## src/rtl/spi_pkg.sv

```systemverilog
// rtl/spi_pkg.sv - shared types and width helpers for the SPI transfer scheduler
package spi_pkg;

    localparam int SPI_DATA_WIDTH = 32;
    localparam int SPI_NUM_SLAVES = 4;

    typedef enum logic [2:0] {
        ST_IDLE,
        ST_LAUNCH,
        ST_WAIT_BUSY,
        ST_WAIT_DONE,
        ST_CAPTURE
    } sched_state_t;

    function automatic int lvl_w(input int depth);
        return $clog2(depth) + 1;
    endfunction

    function automatic int ptr_w(input int depth);
        return $clog2(depth);
    endfunction

    // TX FIFO entry; its field widths pin DATA_WIDTH/NUM_SLAVES to the package values.
    typedef struct packed {
        logic [SPI_DATA_WIDTH-1:0]          data;
        logic [$clog2(SPI_NUM_SLAVES)-1:0]  slave;
    } tx_entry_t;

endpackage

```

## src/rtl/spi_xfer_scheduler_if.sv

```systemverilog
// rtl/spi_xfer_scheduler_if.sv - host and SPI-master side signals of the transfer scheduler
interface spi_xfer_scheduler_if #(
    parameter int DATA_WIDTH = 32,
    parameter int NUM_SLAVES = 4,
    parameter int FIFO_DEPTH = 16
);
    import spi_pkg::*;

    logic                          wr_valid;
    logic                          wr_ready;
    logic [DATA_WIDTH-1:0]         wr_data;
    logic [$clog2(NUM_SLAVES)-1:0] wr_slave;
    logic                          rd_valid;
    logic                          rd_ready;
    logic [DATA_WIDTH-1:0]         rd_data;
    logic                          m_start_tx;
    logic [DATA_WIDTH-1:0]         m_tx_data;
    logic [NUM_SLAVES-1:0]         m_slave_sel;
    logic                          m_busy;
    logic                          m_irq;
    logic [DATA_WIDTH-1:0]         m_rx_data;
    logic [lvl_w(FIFO_DEPTH)-1:0]  tx_level;
    logic [lvl_w(FIFO_DEPTH)-1:0]  rx_level;
    logic                          xfer_done;
    logic                          timeout_err;

    modport slave (
        input  wr_valid, wr_data, wr_slave, rd_ready, m_busy, m_irq, m_rx_data,
        output wr_ready, rd_valid, rd_data, m_start_tx, m_tx_data, m_slave_sel,
               tx_level, rx_level, xfer_done, timeout_err
    );

    modport master (
        output wr_valid, wr_data, wr_slave, rd_ready, m_busy, m_irq, m_rx_data,
        input  wr_ready, rd_valid, rd_data, m_start_tx, m_tx_data, m_slave_sel,
               tx_level, rx_level, xfer_done, timeout_err
    );

endinterface

```

## src/rtl/spi_sync_fifo.sv

```systemverilog
// rtl/spi_sync_fifo.sv - synchronous first-word-fall-through FIFO with occupancy output
module spi_sync_fifo
    import spi_pkg::*;
#(
    parameter int WIDTH = 32,
    parameter int DEPTH = 16
) (
    input  logic                    clk,
    input  logic                    rst,
    input  logic                    i_push,
    input  logic [WIDTH-1:0]        i_push_data,
    input  logic                    i_pop,
    output logic [WIDTH-1:0]        o_data,
    output logic                    o_empty,
    output logic                    o_full,
    output logic [lvl_w(DEPTH)-1:0] o_level
);
    localparam int PW = ptr_w(DEPTH);
    localparam int LW = lvl_w(DEPTH);

    logic [WIDTH-1:0] r_mem [DEPTH];
    logic [PW-1:0]    r_wptr;
    logic [PW-1:0]    r_rptr;
    logic [LW-1:0]    r_level;
    logic             w_push;
    logic             w_pop;

    // A pop in the same cycle frees the slot, so a push at full is still taken.
    assign w_pop   = i_pop && !o_empty;
    assign w_push  = i_push && (!o_full || w_pop);
    assign o_empty = (r_level == '0);
    assign o_full  = (r_level == LW'(DEPTH));
    assign o_level = r_level;
    assign o_data  = r_mem[r_rptr];

    always_ff @(posedge clk) begin
        if (w_push) begin
            r_mem[r_wptr] <= i_push_data;
        end
    end

    always_ff @(posedge clk) begin
        if (rst) begin
            r_wptr  <= '0;
            r_rptr  <= '0;
            r_level <= '0;
        end else begin
            if (w_push) begin
                r_wptr <= r_wptr + PW'(1);
            end
            if (w_pop) begin
                r_rptr <= r_rptr + PW'(1);
            end
            r_level <= r_level + LW'(w_push) - LW'(w_pop);
        end
    end

endmodule

```

## src/rtl/spi_xfer_scheduler.sv

```systemverilog
// rtl/spi_xfer_scheduler.sv - buffers host words and launches one SPI master transfer per word
module spi_xfer_scheduler
    import spi_pkg::*;
#(
    parameter int DATA_WIDTH   = SPI_DATA_WIDTH,
    parameter int NUM_SLAVES   = SPI_NUM_SLAVES,
    parameter int FIFO_DEPTH   = 16,
    parameter int BUSY_TIMEOUT = 1024
) (
    input  logic                clk,
    input  logic                rst,
    spi_xfer_scheduler_if.slave bus
);
    localparam int LVL_W = lvl_w(FIFO_DEPTH);
    localparam int CNT_W = $clog2(BUSY_TIMEOUT + 1);

    sched_state_t          r_state;
    tx_entry_t             r_entry;
    logic [DATA_WIDTH-1:0] r_rx_word;
    logic [CNT_W-1:0]      r_cnt;
    logic                  r_start;
    logic [DATA_WIDTH-1:0] r_tx_data;
    logic [NUM_SLAVES-1:0] r_sel;
    logic                  r_done;
    logic                  r_err;

    tx_entry_t             w_tx_in;
    tx_entry_t             w_tx_head;
    logic                  w_tx_empty;
    logic                  w_tx_full;
    logic                  w_tx_pop;
    logic [LVL_W-1:0]      w_tx_level;
    logic [DATA_WIDTH-1:0] w_rx_head;
    logic                  w_rx_empty;
    logic                  w_rx_full;
    logic                  w_rx_push;
    logic [LVL_W-1:0]      w_rx_level;

    assign w_tx_in.data  = bus.wr_data;
    assign w_tx_in.slave = bus.wr_slave;

    // Launch only with RX room reserved, so a returned word can never be dropped.
    assign w_tx_pop  = (r_state == ST_IDLE) && !w_tx_empty && !w_rx_full;
    assign w_rx_push = (r_state == ST_CAPTURE);

    spi_sync_fifo #(.WIDTH($bits(tx_entry_t)), .DEPTH(FIFO_DEPTH)) u_tx_fifo (
        .clk         (clk),
        .rst         (rst),
        .i_push      (bus.wr_valid),
        .i_push_data (w_tx_in),
        .i_pop       (w_tx_pop),
        .o_data      (w_tx_head),
        .o_empty     (w_tx_empty),
        .o_full      (w_tx_full),
        .o_level     (w_tx_level)
    );

    spi_sync_fifo #(.WIDTH(DATA_WIDTH), .DEPTH(FIFO_DEPTH)) u_rx_fifo (
        .clk         (clk),
        .rst         (rst),
        .i_push      (w_rx_push),
        .i_push_data (r_rx_word),
        .i_pop       (bus.rd_ready),
        .o_data      (w_rx_head),
        .o_empty     (w_rx_empty),
        .o_full      (w_rx_full),
        .o_level     (w_rx_level)
    );

    assign bus.wr_ready    = !w_tx_full || w_tx_pop;
    assign bus.rd_valid    = !w_rx_empty;
    assign bus.rd_data     = w_rx_head;
    assign bus.tx_level    = w_tx_level;
    assign bus.rx_level    = w_rx_level;
    assign bus.m_start_tx  = r_start;
    assign bus.m_tx_data   = r_tx_data;
    assign bus.m_slave_sel = r_sel;
    assign bus.xfer_done   = r_done;
    assign bus.timeout_err = r_err;

    always_ff @(posedge clk) begin
        if (rst) begin
            r_state   <= ST_IDLE;
            r_entry   <= '0;
            r_rx_word <= '0;
            r_cnt     <= '0;
            r_start   <= 1'b0;
            r_tx_data <= '0;
            r_sel     <= '0;
            r_done    <= 1'b0;
            r_err     <= 1'b0;
        end else begin
            r_start <= 1'b0;
            r_done  <= 1'b0;
            case (r_state)
                ST_IDLE: begin
                    if (w_tx_pop) begin
                        r_entry <= w_tx_head;
                        r_state <= ST_LAUNCH;
                    end
                end
                ST_LAUNCH: begin
                    r_tx_data <= r_entry.data;
                    r_sel     <= NUM_SLAVES'(1) << r_entry.slave;
                    r_start   <= 1'b1;
                    r_cnt     <= '0;
                    r_state   <= ST_WAIT_BUSY;
                end
                ST_WAIT_BUSY: begin
                    // A completion seen before busy still counts as a finished transfer.
                    if (bus.m_irq) begin
                        r_rx_word <= bus.m_rx_data;
                        r_state   <= ST_CAPTURE;
                    end else if (bus.m_busy) begin
                        r_state <= ST_WAIT_DONE;
                    end else if (r_cnt == CNT_W'(BUSY_TIMEOUT - 1)) begin
                        r_err   <= 1'b1;
                        r_sel   <= '0;
                        r_state <= ST_IDLE;
                    end else begin
                        r_cnt <= r_cnt + CNT_W'(1);
                    end
                end
                ST_WAIT_DONE: begin
                    if (bus.m_irq) begin
                        r_rx_word <= bus.m_rx_data;
                        r_state   <= ST_CAPTURE;
                    end
                end
                ST_CAPTURE: begin
                    r_done  <= 1'b1;
                    r_sel   <= '0;
                    r_state <= ST_IDLE;
                end
                default: r_state <= ST_IDLE;
            endcase
        end
    end

endmodule
```

## src/flat_wrapper.sv

```systemverilog
// flat-port wrapper written by rule: the top's interface ports become plain ports
module spi_xfer_scheduler_flat import spi_pkg::*;
#(
    parameter int DATA_WIDTH   = SPI_DATA_WIDTH,
    parameter int NUM_SLAVES   = SPI_NUM_SLAVES,
    parameter int FIFO_DEPTH   = 16,
    parameter int BUSY_TIMEOUT = 1024
)
  (clk, rst, bus_wr_valid, bus_wr_data, bus_wr_slave, bus_rd_ready, bus_m_busy, bus_m_irq, bus_m_rx_data, bus_wr_ready, bus_rd_valid, bus_rd_data, bus_m_start_tx, bus_m_tx_data, bus_m_slave_sel, bus_tx_level, bus_rx_level, bus_xfer_done, bus_timeout_err);
  spi_xfer_scheduler_if #(.DATA_WIDTH(DATA_WIDTH), .NUM_SLAVES(NUM_SLAVES), .FIFO_DEPTH(FIFO_DEPTH)) bus_i ();
  input  logic clk;
  input  logic rst;
  input wire logic [$bits(bus_i.wr_valid)-1:0] bus_wr_valid;
  input wire logic [$bits(bus_i.wr_data)-1:0] bus_wr_data;
  input wire logic [$bits(bus_i.wr_slave)-1:0] bus_wr_slave;
  input wire logic [$bits(bus_i.rd_ready)-1:0] bus_rd_ready;
  input wire logic [$bits(bus_i.m_busy)-1:0] bus_m_busy;
  input wire logic [$bits(bus_i.m_irq)-1:0] bus_m_irq;
  input wire logic [$bits(bus_i.m_rx_data)-1:0] bus_m_rx_data;
  output wire logic [$bits(bus_i.wr_ready)-1:0] bus_wr_ready;
  output wire logic [$bits(bus_i.rd_valid)-1:0] bus_rd_valid;
  output wire logic [$bits(bus_i.rd_data)-1:0] bus_rd_data;
  output wire logic [$bits(bus_i.m_start_tx)-1:0] bus_m_start_tx;
  output wire logic [$bits(bus_i.m_tx_data)-1:0] bus_m_tx_data;
  output wire logic [$bits(bus_i.m_slave_sel)-1:0] bus_m_slave_sel;
  output wire logic [$bits(bus_i.tx_level)-1:0] bus_tx_level;
  output wire logic [$bits(bus_i.rx_level)-1:0] bus_rx_level;
  output wire logic [$bits(bus_i.xfer_done)-1:0] bus_xfer_done;
  output wire logic [$bits(bus_i.timeout_err)-1:0] bus_timeout_err;
  assign bus_i.wr_valid = bus_wr_valid;
  assign bus_i.wr_data = bus_wr_data;
  assign bus_i.wr_slave = bus_wr_slave;
  assign bus_i.rd_ready = bus_rd_ready;
  assign bus_i.m_busy = bus_m_busy;
  assign bus_i.m_irq = bus_m_irq;
  assign bus_i.m_rx_data = bus_m_rx_data;
  assign bus_wr_ready = bus_i.wr_ready;
  assign bus_rd_valid = bus_i.rd_valid;
  assign bus_rd_data = bus_i.rd_data;
  assign bus_m_start_tx = bus_i.m_start_tx;
  assign bus_m_tx_data = bus_i.m_tx_data;
  assign bus_m_slave_sel = bus_i.m_slave_sel;
  assign bus_tx_level = bus_i.tx_level;
  assign bus_rx_level = bus_i.rx_level;
  assign bus_xfer_done = bus_i.xfer_done;
  assign bus_timeout_err = bus_i.timeout_err;
  spi_xfer_scheduler #(.DATA_WIDTH(DATA_WIDTH), .NUM_SLAVES(NUM_SLAVES), .FIFO_DEPTH(FIFO_DEPTH), .BUSY_TIMEOUT(BUSY_TIMEOUT)) u_core (.clk(clk), .rst(rst), .bus(bus_i));
endmodule
```

## config.mk

```make
export PLATFORM = sky130hd
export DESIGN_NAME = spi_xfer_scheduler_flat
export DESIGN_NICKNAME = d
export VERILOG_FILES = /design/src/rtl/spi_pkg.sv /design/src/rtl/spi_xfer_scheduler_if.sv /design/src/rtl/spi_sync_fifo.sv /design/src/rtl/spi_xfer_scheduler.sv /design/src/flat_wrapper.sv
export SDC_FILE = /design/constraint.sdc
export NUM_CORES = 1
export LEC_CHECK = 0
export CORE_UTILIZATION = 55
export CTS_BUF_LIST = sky130_fd_sc_hd__clkbuf_8
export DETAILED_ROUTE_END_ITERATION = 12
export PLACE_DENSITY = 0.78
export SYNTH_ARGS = -nofsm -noshare
export SYNTH_HDL_FRONTEND = slang
export SYNTH_SLANG_ARGS = --single-unit
export TNS_END_PERCENT = 10
```

## constraint.sdc

```tcl
create_clock -name clk -period 4 [get_ports clk]
set_clock_uncertainty 0.15 [all_clocks]
set_input_delay 1 -clock clk [delete_from_list [all_inputs] [get_ports clk]]
set_output_delay 1 -clock clk [all_outputs]
set_load 0.02 [all_outputs]
```

==> results.cfg <==
[run_status]
status = complete, but fails checks
violations = negative setup slack

[pwr]
combPwrFrac_pct = 20.3
clkPwrFrac_pct = 31.6
vdd_drop_max_v = 0.000412
leakage_nw = 17.4
netSwitchingFraction_pct = 26.9
power.density_nw_per_um2 = 573
power_frac_seq_pct = 48.1
switchingPower_mw = 8.22
internal-power_mw = 22.3

[worst_setup_path]
critPathMaxStageDelay_ns = 0.54
required_ns = 2.85
crit_arrival_ns = 2.96
cp-end-kind = output pin
start_kind = register
critPathKind = register to output pin
cp_slowest_cell = mux4_2
crit_chain = buf_12 > buf_12 > clkbuf_16 > mux4_2 > mux4_2 > buf_2
cp_max_fo = 5

[cts]
clockRootBuffer = clkbuf_8
clock_path_buffers = 3
cts.sinks = 1205
cts.reportedPaths.clkPinSlew_ns = 0.06
numCtsBuffers = 185
htreeDepth = 4
clock_latency_ns = 0.86
cts_tree = yes

[logic_synthesis]
synth_mux_area_share_pct = 16.1
syn_area_sq_um = 45900
ys_seq_area_share_pct = 75.6
ys_warn_count = 0
synth_seq_cells = 1205
synthXorXnorAreaFrac_pct = 0.248
synth_cell_types = 72
synthAdderAreaFrac_pct = 0.714
yosys.area_share.simple_pct = 3.14
ys_async_sr_fraction_pct = 0
avgSynthCellArea_sq_um = 20.4
synth_top_family_by_area = multiplexers
synth_compound_area_share_pct = 2.58
synth_fp_nets = 2345
synth_edf_count = 1056
synth_cells = 2248
ys.flop_type = edfxtp_1

[cells_and_area]
nFillCells = 5169
syn2layout_area_growth_pct = 16.3
multi_input_area_sq_um = 10700
regArea_sq_um = 34700
drive_gt1_share_pct = 27.1
design_area_sq_um = 53400
final_util_pct = 64.8
nets = 2672

[die]
dieArea_sq_um = 84600
num_rows = 105
core-area_sq_um = 82400
ioPinCount = 155
initial_core_util_pct = 55.7
die_w_um = 291
die_h_um = 291

[detailed_routing]
first_pass_iters = 5
drc = 0
wl_per_cell_um = 27.3
postRouteAntennaNets = 0
wirelength_um = 104000
avgViaCountPerCell = 6.16
vias = 23400
drt_first_iter_violations = 2252

[global_route]
grt_first_pass_wirelength_um = 153000
grt_pass1_vias = 24400
grt_overflow = 0
grt_max_degree = 69
track_usage_pct = 24.8
antenna_found_initial = 4

[timing]
rsz0062_at_grt = true
relSlewSlack_pct = 35.3
period_minus_slack_ns = 4.11
period_share_pct = 103
fin_ws_ns = -0.105
hold_viol = 0
tightest_slew_ns = 0.970
fin_tns_setup_ns = -0.557
drv_slew = 0
final-setup-viol-count = 19
max_freq_mhz = 244

[flow_run]
maxCapViolCount = 0

[place]
gp_congestion = 0.795
port_buffers = 154
place_ws_ns = 0.294
hpwl_um = 56300
place_area_sq_um = 49400

[hold_path]
min_path_type = register to register
cell usage after synthesis, types with 7 or more instances:
master,count,area share [%]
edfxtp_1,1056,69
nand2_1,147,1.2
ha_1,23,0.63
dfxtp_1,149,6.5
mux4_2,282,14
o21ai_1,25,0.27
clkbuf_1,38,0.31
buf_4,22,0.36
nand3_1,21,0.23
nor2_1,45,0.37
buf_1,23,0.19
buf_2,34,0.37
mux4_1,10,0.57
mux2i_1,75,1.6
nand2b_1,7,0.095
xor2_1,9,0.17
inv_1,24,0.20
nand4_1,8,0.11
nor3_1,15,0.16
a2bb2oi_1,32,0.61
nor2b_1,10,0.14
o21ai_0,14,0.15
a21oi_1,82,0.89
stage by stage:
stage / total power, mW / cells / hold slack [ns]
after floorplan: 18.9 / 2248 / 0.274
after global placement: 20.4 / 3437 / 0.294
after detailed placement: 20.6 / 3437 / 0.300
after CTS: 30.6 / 3796 / 0.301
after global routing: 31.7 / 3801 / 0.319
final: 30.6 / 3801 / 0.301
sequential cells by signal, indices dropped and copies added (netlist names), named ones only:
name,flops
u_core.bus.m_start_tx,1
u_core.r_state,3
u_core.u_rx_fifo.r_wptr,4
u_core.u_rx_fifo.r_rptr,4
u_core.bus.xfer_done,1
u_core.r_entry,34
u_core.u_rx_fifo.r_mem,512
u_core.bus.m_tx_data,32
u_core.bus.timeout_err,1
u_core.u_tx_fifo.r_wptr,4
u_core.r_cnt,11
u_core.bus.m_slave_sel,4
u_core.u_rx_fifo.o_level,5
u_core.u_tx_fifo.o_level,5
u_core.u_tx_fifo.r_mem,544
u_core.u_tx_fifo.r_rptr,4
u_core.r_rx_word,32
cell type report:
type                       instances  area share [%]
clock buffer                     210            5.42
multi-input combinational        890            20.1
tap                             1070            2.51
timing repair buffer             266            5.52
inverter                          27           0.195
antenna                            1         0.00469
clock inverter                   132            1.24
sequential                      1205            65.1
cell usage in the layout, fill, tap and decap left out, drive strengths merged, types with 3 or more instances in the layout:
| cell | n |
|---|---|
| nor3 | 17 |
| o21bai | 3 |
| xor2 | 9 |
| o211ai | 4 |
| mux2i | 75 |
| nand3 | 23 |
| bufinv | 3 |
| nor4 | 4 |
| o221ai | 3 |
| nor2b | 10 |
| nor2 | 45 |
| nand2b | 7 |
| nor3b | 4 |
| ha | 23 |
| inv | 92 |
| nand2 | 147 |
| dfxtp | 149 |
| nand4 | 9 |
| xnor2 | 4 |
| edfxtp | 1056 |
| o21a | 3 |
| o22ai | 5 |
| a2bb2oi | 32 |
| o21ai | 39 |
| clkinvlp | 5 |
| a31oi | 3 |
| clkdlybuf4s50 | 119 |
| a21oi | 82 |
| mux4 | 292 |
| and3 | 3 |
| clkinv | 59 |
| clkbuf | 214 |
| or3 | 3 |
| nand3b | 4 |
| buf | 141 |
what timing repair did:
action | 4_1_cts | 5_1_grt
cloned | 8 | 4
buffers inserted | 9 | 0
endpoints found under the hold margin | 0 | 0
endpoints found under the setup margin | 34 | 31
gates resized for setup | 171 | 16
hold buffers | 0 | 0
layer usage:
metal	share of wire [%]	wire length [um]	up-vias	global-route usage, %
met3	8.2	8510	224	5.63
met1	38	39200	12100	31.7
met5	0.039	41	-	0
li1	-	-	9874	-
met2	51	53100	1187	41.7
met4	2.9	2970	6	9.60
power by group through the flow:
stage	clock network [mW]	logic [mW]	registers [mW]
4_1_cts	9.81	6.09	14.7
3_3_place_gp	0	5.54	14.9
6_report	9.64	6.21	14.7
2_1_floorplan	0	4.11	14.8
3_5_place_dp	0	5.67	15.0
5_1_grt	10.4	6.60	14.8
worst max-delay path: cells and delay by family, from the launching register on:
family / cells / cell delay [ns]
flops: 1 / 0.42
mux: 2 / 1.02
buf+inv: 4 / 0.65
final timing paths:
kind / to / startpoint / cells past startpoint / slack, ns
worst max register to register: u_core.u_rx_fifo.o_level[4]$_SDFF_PP0_ / u_core.u_rx_fifo.o_level[3]$_SDFF_PP0_ / 13 / 0.52
worst min register to register: u_core.bus.m_tx_data[15]$_SDFFE_PP0P_ / u_core.r_entry[17]$_SDFFE_PP0P_ / 2 / 0.30
worst max-delay path: bus_rd_data[19] / register / 6 / -0.11
worst min-delay path: u_core.bus.m_tx_data[15]$_SDFFE_PP0P_ / u_core.r_entry[17]$_SDFFE_PP0P_ / 2 / 0.30
cell families (layout without fill, tap and decap cells):
family | Yosys count | after routing
AO/OA/AOI/OAI | 189 | 189
XOR/XNOR | 13 | 13
adder cells (fa/ha/maj) | 25 | 25
buffers and inverters | 153 | 635
flip-flops | 1205 | 1205
multiplexers | 369 | 369
other | 0 | 1
AND/OR/NAND/NOR | 294 | 294
Note: power is estimated with default switching activity, not from simulation.
